<file path="src/rtl/nibble_addsub_seq.sv">
// nibble_addsub_seq: 16-bit add/sub computed one carry-lookahead nibble per cycle.
// Define ADDSUB_SAT_EN to saturate the result on signed overflow.
module nibble_addsub_seq (
  input  logic        clk,
  input  logic        rst_n,
  input  logic        start,
  input  logic [15:0] A,
  input  logic [15:0] B,
  input  logic        sub,
  output logic        ready,
  output logic        busy,
  output logic        done,
  output logic [15:0] Sum,
  output logic        Z,
  output logic        V,
  output logic        N
);
  typedef enum logic [1:0] {IDLE, RUN, DONE} state_t;
  state_t state, state_nx;
  logic [15:0] a_r, b_r, acc, fin, res;
  logic [1:0]  idx;
  logic        c;
  logic [3:0]  an, bn, g, p, s;
  logic [4:0]  cc;
  logic        v_nx;
  assign an = a_r[idx*4 +: 4];
  assign bn = b_r[idx*4 +: 4];
  assign g  = an & bn;
  assign p  = an ^ bn;
  always_comb begin
    cc[0] = c;
    cc[1] = g[0] | (p[0] & c);
    cc[2] = g[1] | (p[1] & g[0]) | (p[1] & p[0] & c);
    cc[3] = g[2] | (p[2] & g[1]) | (p[2] & p[1] & g[0]) | (p[2] & p[1] & p[0] & c);
    cc[4] = g[3] | (p[3] & g[2]) | (p[3] & p[2] & g[1]) | (p[3] & p[2] & p[1] & g[0])
          | (p[3] & p[2] & p[1] & p[0] & c);
  end
  assign s    = p ^ cc[3:0];
  assign v_nx = cc[3] ^ cc[4];
  assign res  = {s, acc[11:0]};
`ifdef ADDSUB_SAT_EN
  assign fin = v_nx ? (a_r[15] ? 16'h8000 : 16'h7FFF) : res;
`else
  assign fin = res;
`endif
  always_comb begin
    state_nx = state;
    ready    = 1'b0;
    busy     = 1'b0;
    done     = 1'b0;
    case (state)
      IDLE: begin
        ready = 1'b1;
        state_nx = start ? RUN : IDLE;
      end
      RUN: begin
        busy = 1'b1;
        state_nx = (idx == 2'd3) ? DONE : RUN;
      end
      DONE: begin
        done = 1'b1;
        state_nx = IDLE;
      end
      default: state_nx = IDLE;
    endcase
  end
  always_ff @(posedge clk or negedge rst_n) begin
    if (!rst_n) begin
      state <= IDLE;
      idx   <= 2'd0;
      a_r   <= 16'h0;
      b_r   <= 16'h0;
      c     <= 1'b0;
      acc   <= 16'h0;
      Sum   <= 16'h0;
      Z     <= 1'b0;
      V     <= 1'b0;
      N     <= 1'b0;
    end else begin
      state <= state_nx;
      if (state == IDLE && start) begin
        a_r <= A;
        b_r <= sub ? ~B : B;
        c   <= sub;
        idx <= 2'd0;
        acc <= 16'h0;
      end else if (state == RUN) begin
        acc[idx*4 +: 4] <= s;
        c   <= cc[4];
        idx <= idx + 2'd1;
        if (idx == 2'd3) begin
          Sum <= fin;
          Z   <= (fin == 16'h0);
          V   <= v_nx;
          N   <= fin[15];
        end
      end
    end
  end
endmodule

</file>
<file path="config.mk">
export PLATFORM = sky130hd
export DESIGN_NAME = nibble_addsub_seq
export DESIGN_NICKNAME = d
export VERILOG_FILES = /design/src/rtl/nibble_addsub_seq.sv
export SDC_FILE = /design/constraint.sdc
export NUM_CORES = 1
export LEC_CHECK = 0
export ABC_CLOCK_PERIOD_IN_PS = 3890
export CORE_UTILIZATION = 51
export CTS_CLUSTER_DIAMETER = 50
export DETAILED_ROUTE_END_ITERATION = 6
export DONT_BUFFER_PORTS = 1
export GPL_TIMING_DRIVEN = 0
export PLACE_DENSITY_LB_ADDON = 0.3
export RECOVER_POWER = 25
export SYNTH_ARGS = -nofsm -noshare
export SYNTH_HDL_FRONTEND = slang
export SYNTH_SLANG_ARGS = --single-unit
</file>
<file path="constraint.sdc">
create_clock -name clk -period 3.89 [get_ports clk]
set_input_delay 0.778 -clock clk [delete_from_list [all_inputs] [get_ports clk]]
set_output_delay 0.778 -clock clk [all_outputs]
set_load 0.02 [all_outputs]
</file>
==> results.md <==
- The total count of hold-check failures in the final report is 0.
- The flow ran to the end, and the final reports show no timing, DRC or antenna violations.
- The maximum ir drop on the vdd rail is 0.5375 mV.
- The detailed-routing iteration count for the pre-antenna-repair pass is 4.
- Setup repair after global routing left no endpoint under its margin.
- After technology mapping, the gate count stands at 241.
- In this run, the number of DRC markers left after iteration 0 of detailed routing was 55.
- The total standard cell area after synthesis is 3122 sq um.
- After synthesis, the cell types taking the most area are sky130_fd_sc_hd__dfrtp_1 54%, sky130_fd_sc_hd__mux2_2 12%, sky130_fd_sc_hd__mux4_2 5.8%.
- The total number of nets in the final design is 298.
- Detailed routing inserted a total of 1881 vias.
- The die outline height is 80.24 microns.
- The count of boundary I/O pins is 58.
- The most utilized layer in the global route result is met2.
- The total die area is 6438 sq um.
- The final worst-path cycle share is 81.73%.
- The routed design has 5744 microns of wire.
- The max capacitance violation total is 0.
- In the final layout, flip-flops and latches occupy 1677 sq um.
- The starting utilization of the core area is 52.73%.
- The count of H-tree levels built during CTS is 3.
- Summed over all failing endpoints, the final setup total negative slack is 0 ps.
- Sorting the synthesized cells by how often they occur yields 67 x sky130_fd_sc_hd__dfrtp_1, 32 x sky130_fd_sc_hd__mux2_2, 21 x sky130_fd_sc_hd__a21oi_1.
- After synthesis the netlist holds a flip-flop and latch count of 67.
- Averaged over all synthesized cells, the footprint is 12.95 sq um.
- On the final layout, the worst clock skew is 10.17 ps.
- After floorplanning, the core was divided into 28 placement rows.
- Dividing the detail-routed wire length by the instance count gives 17.30 microns.
- The cell accounting for the most synthesized area is sky130_fd_sc_hd__dfrtp_1.
- The endpoint identified for the worst register-to-register timing path is Sum[15].
- Routability-driven placement finished with a final weighted congestion of 0.8055.
- Timing would allow up to 314.5 MHz.
- Data arrives at the worst endpoint at 3470 ps.
- The prevailing post-synth register cell is sky130_fd_sc_hd__dfrtp_1.
- The number of remaining DRC errors is 0.
- The die is 80.24 microns wide.
- The xor/xnor cell area share of the yosys netlist is 5.331%.
- The routing usage on met2 is 33.08%.
- Summed over all cells, the static leakage comes to 1.523 nW.
- STA classifies the critical path startpoint as a flop.
- The largest family of logic cells by synthesized area is multiplexers.
- Clock-pin slew was measured on the worst setup and hold paths at 80 ps.
- Summing all multi-input logic gate instances after layout gives 1355 sq um.
- The largest buffer count on any clock path is 2.
- For this run, the total global-route usage over all layers was measured as 20.91%.
- The number of global-route vias before repair was 1948.
- The mux share of post-synthesis cell area is 17.64%.
- Dividing the detail-routed via count by the number of cells gives 5.666.
- The area fraction in and, or, nand and nor cells after synthesis is 6.733%.
- The clock sink count is 67.
- After clock tree synthesis, the flow added hold-fix buffers numbering 0.
- The time the final worst path needs with I/O delays and setup is 3179 ps.
- The layout has 481 filler cells.
- The worst path setup slack after routing is 710.5 ps.
- The share of the synthesized area in the top cell type is 53.71%.
- The detail route stage leaves a number of antenna-violating nets equal to 0.
- During placement, the flow inserted port buffers numbering 0.
- The clock latency reported for the late side of the worst-skew pair is 350 ps.
- The core region is 5921 sq um.
- Cells fill 58.37% of the core in the end.
- The critical path is of the reg2reg type.
- The most common cell in the netlist is sky130_fd_sc_hd__dfrtp_1.
- The critical path starts at idx[0].
- The total power of the final layout is 0.003719 W.
- For the worst flop-to-flop path, the logic depth is 8.
- At the pin with the least slew margin, the transition time is 662.6 ps.
- TritonCTS built the clock tree.
- The total number of yosys warnings is 0.
- The number of max-slew violations in the final report came to 0.
- For the worst setup path, the data required time is 4180 ps.
- The post-detailed-placement half-perimeter wirelength is 4007 microns.
- The largest fanout on the critical path is 10.
- The class of the tightest hold or removal check is in2async.
- The count of antenna diodes in the layout is 0.
- The area growth from synthesis to final layout is 10.70%.
- The met1 track utilization from global routing is 26.09%.
- The share of post-route cells with drive strength above 1 is 27.63%.
- The first global-routing pass estimated 9666 microns of wire.
- In this run the worst setup path terminates at Sum[15].
- The total of endpoints with negative setup slack in the final report is 0.
- TritonCTS created 9 clock buffers.
- When the netlist entered floorplanning its net count stood at 287.
- The synthesized-area fraction occupied by ao, oa, aoi and oai cells is 9.459%.
- Of the total synthesized cell area, the portion taken by full adders, half adders and majority gates is 4.248%.
- The global-route met3 utilization is 8.068%.
- The signal on the critical path passes through clkbuf_1 > buf_4 > mux4_2 > ha_1 > a211oi_1 > o21bai_1 > xor2_1 > mux2_2.
- The normalized max-slew margin is 55.21%.
- For this design the ratio of total power to cell area is 1076 nW/um^2.
- On the critical path, the stage with the largest delay is an instance of sky130_fd_sc_hd__mux4_2.
- In this run the critical register-to-register path is launched from idx[0].
- Yosys mapped the design onto 37 distinct sky130hd cell types.
- The nature of the critical path endpoint is a flop.
- The fraction of synthesis flops using an asynchronous set or reset pin is 100.0%.
- Yosys mapped a number of flops with a built-in enable equal to 0.
- OpenSTA, run right after detailed placement, puts the worst setup slack at 718.7 ps.
- Post-CTS repair changed the size of 0 cells.
- The total setup buffers inserted after CTS is 0.
- Sequential elements use 53.71% of the synthesized area.
- CTS placed an instance of sky130_fd_sc_hd__clkbuf_8 at the clock tree root.
- Entering global routing, the biggest net connects 68 pins.
- On the worst path, the slowest cell contributes a delay of 570 ps.
- Setup slack on the worst reg-to-reg path comes out at 710 ps.
- Across all hold checks on the routed design, the worst slack comes to 117.2 ps.
- After global routing the overflow that remains totals 0.
- The number of antenna violations at the first check in global routing is 0.
flip-flops by register name (all words and copies together), names as in the netlist:
name,flops
V,1
Sum,16
b_r,16
Z,1
acc,12
a_r,16
state,2
idx,2
c,1
cell usage in the layout, fill, tap and decap left out, drive strengths merged, types with 3 or more instances in the layout:
master	count
o21ai	4
dfrtp	67
nor2	20
ha	9
mux4	8
inv	4
clkbuf	11
bufinv	3
buf	11
clkinv	3
a21oi	21
nand2	8
xnor2	17
mux2	32
a22o	12
logic make-up after synthesis:
logic type	Yosys count
buffers and inverters	17
adder cells (fa/ha/maj)	10
XOR/XNOR	19
flip-flops	67
AO/OA/AOI/OAI	45
AND/OR/NAND/NOR	42
multiplexers	41
metal layers:
layer  wire (microns)  share of wire [%]
met4               92                1.6
met5                0                  0
met2             2809                 49
met1             2517                 44
met3              325                5.7
worst min-delay path by stage:
| stage | depth (start not counted) | endpoint | slack [ps] | startpoint |
|---|---|---|---|---|
| after detailed placement | 0 | Sum[0] | 480 | rst_n |
| after global routing | 0 | acc[1] | 90 | rst_n |
| after CTS | 0 | acc[1] | 100 | rst_n |
| after floorplan | 0 | Sum[0] | 480 | rst_n |
| after global placement | 0 | Sum[0] | 480 | rst_n |
| final | 0 | idx[1] | 120 | rst_n |
through the flow:
step,instance area [sq um],cells
global placement,3216,316
finish,3456,332
floorplan,3122,241
detailed placement,3216,316
global route,3456,332
CTS,3456,332
power breakdown:
group / switching, W / internal (W)
Combinational: 0.000953 / 0.000757
Sequential: 0.000298 / 0.00102
Clock: 0.000269 / 0.000424
Total: 0.00152 / 0.00220
area by class of cell:
| class | count | area share, % |
|---|---|---|
| clock buffers | 9 | 3.584 |
| clock inverters | 7 | 3.367 |
| inverters | 4 | 0.5793 |
| well taps | 75 | 2.715 |
| multi-input cells | 157 | 39.21 |
| flip-flops and latches | 67 | 48.52 |
| plain buffers | 13 | 2.028 |
worst max-delay path, delay by kind of cell, from the launching register on:
| kind | cells | cell delay [ps] |
|---|---|---|
| muxes | 2 | 830 |
| buffers and inverters | 2 | 640 |
| xor gates and xnor gates | 1 | 500 |
| AOI/OAI and AO/OA | 2 | 400 |
| DFF | 1 | 380 |
| adders and majority gates | 1 | 350 |
Note: power is estimated with default switching activity, not from simulation.
